`config.mk`:
```
export PLATFORM = sky130hd
export DESIGN_NAME = ftoi_pipe
export DESIGN_NICKNAME = d
export VERILOG_FILES = /design/src/rtl/ftoi_pipe.sv
export SDC_FILE = /design/constraint.sdc
export NUM_CORES = 1
export LEC_CHECK = 0
export BUFFER_PORTS_ARGS = -buffer_cell sky130_fd_sc_hd__buf_2
export CORE_ASPECT_RATIO = 0.5
export CORE_MARGIN = 8
export CORE_UTILIZATION = 34
export CTS_CLUSTER_SIZE = 30
export DETAILED_ROUTE_END_ITERATION = 10
export PLACE_DENSITY_LB_ADDON = 0.1
export SKIP_LAST_GASP = 1
export SLEW_MARGIN = 15
export SYNTH_ARGS = -nofsm -noshare
export SYNTH_HDL_FRONTEND = slang
export SYNTH_SLANG_ARGS = --single-unit
```
`constraint.sdc`:
```
create_clock -name clk -period 6.5 [get_ports clk]
set_clock_uncertainty 0.2 [all_clocks]
set_input_delay 0 -clock clk [delete_from_list [all_inputs] [get_ports clk]]
set_output_delay 0 -clock clk [all_outputs]
set_load 0.1 [all_outputs]
```
`src/rtl/ftoi_pipe.sv`:
```
// rtl/ftoi_pipe.sv - pipelined binary32 to signed integer converter with rounding modes
// Stages: decode/shift, round, saturate; LATENCY selects how many are registered.
module ftoi_pipe #(
  parameter int INT_WIDTH = 32,
  parameter int LATENCY   = 2
) (
  input  logic                 clk,
  input  logic                 rst,
  input  logic                 in_valid,
  output logic                 in_ready,
  input  logic [31:0]          src,
  input  logic [1:0]           rm,
  output logic                 out_valid,
  input  logic                 out_ready,
  output logic [INT_WIDTH-1:0] dest,
  output logic                 ovf,
  output logic                 inv,
  output logic                 inexact
);

  localparam int W   = INT_WIDTH;
  localparam int XW  = W + 24;
  localparam int S1W = W + 7;
  localparam int S2W = W + 5;

  localparam logic [W:0]   POS_LIM = {2'b00, {(W-1){1'b1}}};
  localparam logic [W:0]   NEG_LIM = {2'b01, {(W-1){1'b0}}};
  localparam logic [W-1:0] MAX_INT = {1'b0, {(W-1){1'b1}}};
  localparam logic [W-1:0] MIN_INT = {1'b1, {(W-1){1'b0}}};

  // The whole pipe advances together, so a stall freezes every stage.
  logic advance;
  assign advance  = !out_valid || out_ready;
  assign in_ready = advance;

  // S1 bundle: {sign, nan, big, rm[1:0], guard, sticky, mag[W-1:0]}
  logic [S1W-1:0] a1;
  always_comb begin
    logic [7:0]        expf;
    logic signed [9:0] e;
    logic [6:0]        sh;
    logic [XW-1:0]     x;
    logic              nan, big, g, s;
    logic [W-1:0]      mag;
    expf = src[30:23];
    e    = $signed({2'b00, expf}) - 10'sd127;
    nan  = 1'b0;
    big  = 1'b0;
    g    = 1'b0;
    s    = 1'b0;
    mag  = '0;
    x    = '0;
    sh   = '0;
    if (expf == 8'hFF) begin
      nan = |src[22:0];
      big = ~|src[22:0];
    end else if (expf != 8'h00) begin
      // Anything at or above 2^W overflows regardless of rounding, so the shift never exceeds W.
      if (e >= $signed(10'(W))) begin
        big = 1'b1;
      end else if (e < -10'sd1) begin
        s = 1'b1;
      end else begin
        sh  = 7'(e + 10'sd1);
        x   = XW'({1'b1, src[22:0]}) << sh;
        mag = x[24 +: W];
        g   = x[23];
        s   = |x[22:0];
      end
    end
    a1 = {src[31], nan, big, rm, g, s, mag};
  end

  logic [S1W-1:0] b1;
  logic           b1_valid;
  generate
    if (LATENCY >= 2) begin : g_r1
      logic [S1W-1:0] q;
      logic           v;
      always_ff @(posedge clk or posedge rst) begin
        if (rst) begin
          q <= '0;
          v <= 1'b0;
        end else if (advance) begin
          v <= in_valid;
          if (in_valid) q <= a1;
        end
      end
      assign b1       = q;
      assign b1_valid = v;
    end else begin : g_c1
      assign b1       = a1;
      assign b1_valid = in_valid;
    end
  endgenerate

  // S2 bundle: {sign, nan, big, inexact, rmag[W:0]}
  logic [S2W-1:0] a2;
  always_comb begin
    logic         sign, inx, inc;
    logic [W:0]   rmag;
    sign = b1[W+6];
    inx  = b1[W+1] | b1[W];
    inc  = 1'b0;
    case (b1[W+3:W+2])
      2'b00:   inc = b1[W+1];
      2'b01:   inc = 1'b0;
      2'b10:   inc = sign & inx;
      default: inc = !sign & inx;
    endcase
    rmag = {1'b0, b1[W-1:0]} + (W+1)'(inc);
    a2   = {sign, b1[W+5], b1[W+4], inx, rmag};
  end

  logic [S2W-1:0] b2;
  logic           b2_valid;
  generate
    if (LATENCY >= 3) begin : g_r2
      logic [S2W-1:0] q;
      logic           v;
      always_ff @(posedge clk or posedge rst) begin
        if (rst) begin
          q <= '0;
          v <= 1'b0;
        end else if (advance) begin
          v <= b1_valid;
          if (b1_valid) q <= a2;
        end
      end
      assign b2       = q;
      assign b2_valid = v;
    end else begin : g_c2
      assign b2       = a2;
      assign b2_valid = b1_valid;
    end
  endgenerate

  logic [W-1:0] r_dest;
  logic         r_ovf, r_inv, r_inx;
  always_comb begin
    logic       sign;
    logic [W:0] rmag;
    sign   = b2[W+4];
    rmag   = b2[W:0];
    r_dest = '0;
    r_ovf  = 1'b0;
    r_inv  = 1'b0;
    r_inx  = 1'b0;
    if (b2[W+3]) begin
      r_dest = MAX_INT;
      r_inv  = 1'b1;
    end else if (b2[W+2] || (sign ? (rmag > NEG_LIM) : (rmag > POS_LIM))) begin
      r_dest = sign ? MIN_INT : MAX_INT;
      r_ovf  = 1'b1;
    end else begin
      r_dest = sign ? (~rmag[W-1:0] + 1'b1) : rmag[W-1:0];
      r_inx  = b2[W+1];
    end
  end

  always_ff @(posedge clk or posedge rst) begin
    if (rst) begin
      out_valid <= 1'b0;
      dest      <= '0;
      ovf       <= 1'b0;
      inv       <= 1'b0;
      inexact   <= 1'b0;
    end else if (advance) begin
      out_valid <= b2_valid;
      if (b2_valid) begin
        dest    <= r_dest;
        ovf     <= r_ovf;
        inv     <= r_inv;
        inexact <= r_inx;
      end
    end
  end

endmodule

```
==> results.toml <==
[synthesis]
synth-async-reset-ratio_pct = 100
yosys_warnings = 0
synth_area_per_cell_um2 = 8.01
synth_ff_type = "dfrtp_1"
ys_top_cells_by_area = "dfrtp_1 26%, mux4_2 6.4%, nand2_1 5.8%, o21ai_0 4.9%, a21oi_1 4.6%"
synthCells = 917
synth_mux_area_share_pct = 10.9
synth_compound_area_share_pct = 22.4
ys_seq_area_share_pct = 25.9
synth_top_family_by_area = "simple AND/OR/NAND/NOR gates"
synth_fa_ha_area_share_pct = 1.53
netlist_area_um2 = 7340
synth-edff-count = 0
synth_cell_types = 82
ys_ff_latch = 76
synthXorXnorAreaFrac_pct = 7.28
yosysTopAreaCell = "dfrtp_1"
synth_fp_nets = 964
synth_simple_gate_area_share_pct = 26.9
synth_top_area_share_pct = 25.9

[cells_and_area]
multiInputGateArea_um2 = 5090
final_layout_size_suffix_gt1_share_pct = 18.0
seq_area_um2 = 1900
num-fill-cells = 2265
area_growth_pct = 12.5
layout_common_cells = "114 x nand2_1, 82 x nor2_1, 76 x dfrtp_1"
fin_nets = 997
layout_commonest_cell = "nand2_1"
num_antenna_cells = 0

[grt]
overflow = 0
grt_pass1_vias = 6855
antenna_found_initial = 0
grt_pass1_wl_mm = 40.6
grt_max_degree = 77
grtUsageTotal_pct = 18.8

[worst_setup_path]
crit_type = "reg -> reg"
cp_num_buf_inv = 0
crit_path_cell_trace = "or2_2, o21ai_0, a211oi_1, ha_1, ha_1, nand2_1, or4_1, nor2_1, nor4b_2, o22ai_1, o41ai_1, and3_1, nor2b_1, a211oi_1"
arrival_ps = 5400
start_kind = "flip-flop"
crit_required_ps = 6560
slowest_delay_ps = 940
critPathMaxFanout = 29
critPathSlowestCell = "and3_1"
worst_setup_path_end_kind = "flip-flop"
critPathTopFamily = "simple AND/OR/NAND/NOR gates"

[die]
std_cell_rows = 38
die_width_um = 224
core-area_um2 = 21400
die_height_um = 120
dieArea_um2 = 26800
io_pins = 75
initial_utilization_pct = 34.2

[clock_network]
cts-root-buf = "clkbuf_16"
cts_buffer_depth = 2
postCtsHoldBufs = 8
cts_tree = "yes"
clk_latency_ps = 350
h-tree-depth = 3
post-cts-setup-buffers = 0
cts_num_sinks = 76
cts-buffers-inserted = 9
post_cts_resized = 0
cts.clk_slew.worst_paths_ps = 70

[pwr]
p_sw_share_pct = 55.6
p_comb_share_pct = 58.4
switchingPower_mw = 1.58
p_leak_nw = 3.21
seq_power_share_pct = 23.8
power_density_nw_per_um2 = 344
clockPowerShare_pct = 17.9
p_int_mw = 1.26
ir_worst_vdd_mv = 0.262

[sta]
fin_ws_ps = 1150
finalMaxSlewViolations = 0
hold_viol = 1
worstMarginPinSlew_ps = 1110
rsz0062_at_grt = "no"
hold_slack_ps = -2.11
fin_crit_ps = 5350
relSlewSlack_pct = 26.2
min_period_over_period_pct = 82.3
maxClockFrequency_mhz = 187
setup_violations = 0
tns_ps = 0

[routing]
dr.pass1.iters = 5
vias_per_cell = 5.67
drcViolationCount = 0
drt-initial-drc-count = 664
ant_nets = 0
wl_per_cell_um = 20.1
wl_mm = 25.2
num_vias = 7114

[run]
drv_cap = 0

[placement]
place_ws_ps = 1060
dp_hpwl_mm = 19.5
portBuffers = 74
place.gp.congestion = 0.888

[hold_path]
hp-class = "in -> reg"

[outcome]
status = "complete, but fails checks"
violations = "negative hold slack"
metrics by stage:
stage	total power [mW]	hold slack, ps	std cells	util, %	instance area (µm²)
2_1_floorplan	1.99	-49.4	917	-	7340
3_3_place_gp	2.33	36.2	1231	36.8	7880
3_5_place_dp	2.34	43.8	1231	36.8	7880
4_1_cts	2.86	2.75	1255	38.5	8260
5_1_grt	3.00	62.7	1255	38.5	8260
6_report	2.84	-2.11	1255	38.5	8260
tightest hold or removal path: stages:
cell and delay (ps):
buf_2 80, nand2_1 40, buf_4 260, o21ai_0 130
kinds of logic after synthesis:
group                      Yosys count
AOI/OAI and AO/OA                  253
xor gates and xnor gates            61
adders and majority gates            9
buffers and inverters               87
DFF                                 76
muxes                               52
and+or+nand+nor                    379
layout make-up:
cell class / instances / area share (%)
repair buffers: 93 / 6.45
inverters: 16 / 0.742
clock buffers: 9 / 2.73
well taps: 300 / 4.54
clock inverters: 7 / 0.909
multi-input cells: 754 / 61.6
flip-flops and latches: 76 / 23.0
layer usage:
| layer | global-route usage, % | vias to the layer above | share of wire [%] |
|---|---|---|---|
| met4 | 4.50 | 0 | 1.4 |
| met1 | 28.1 | 3445 | 53 |
| li1 | - | 3471 | - |
| met2 | 28.0 | 174 | 42 |
| met3 | 2.78 | 24 | 3.9 |
| met5 | 0 | - | 0 |
path summary, 6_finish.rpt:
kind,startpoint,end,slack [ps],cells past startpoint
hold reg to reg,ovf,ovf,280,2
max in group asynchronous,rst,b1[35],5150,4
setup / recovery,b1[32],dest[23],1150,14
min in group asynchronous,rst,out_valid,310,4
hold / removal,in_valid,b1_valid,-2,4
setup reg to reg,b1[32],dest[23],1150,14
sequential cells by signal, summed over array words and instances, names as in the netlist:
| name | cells |
|---|---|
| b1 | 39 |
| b1_valid | 1 |
| dest | 32 |
| inexact | 1 |
| inv | 1 |
| out_valid | 1 |
| ovf | 1 |
power by group through the flow:
stage	Clock, mW	Combinational (mW)	Sequential (mW)
floorplan	0	0.620	1.37
global placement	0	1.65	0.682
detailed placement	0	1.66	0.686
CTS	0.522	1.67	0.676
global route	0.539	1.77	0.693
finish	0.508	1.66	0.676
Yosys cell counts (all sizes together), types with 7 or more instances:
cell type,n
o21ai,78
clkbuf,45
mux4,21
and3,15
nand3,40
o21a,7
a31oi,8
a311oi,7
inv,16
nand2,114
nor2,83
xnor2,31
mux2,13
nand4,20
a21oi,68
ha,9
nor3,35
o31ai,10
nor4,23
mux2i,18
dfrtp,76
buf,26
xor2,30
a211oi,16
No activity file was read; power rests on OpenSTA's default activity.
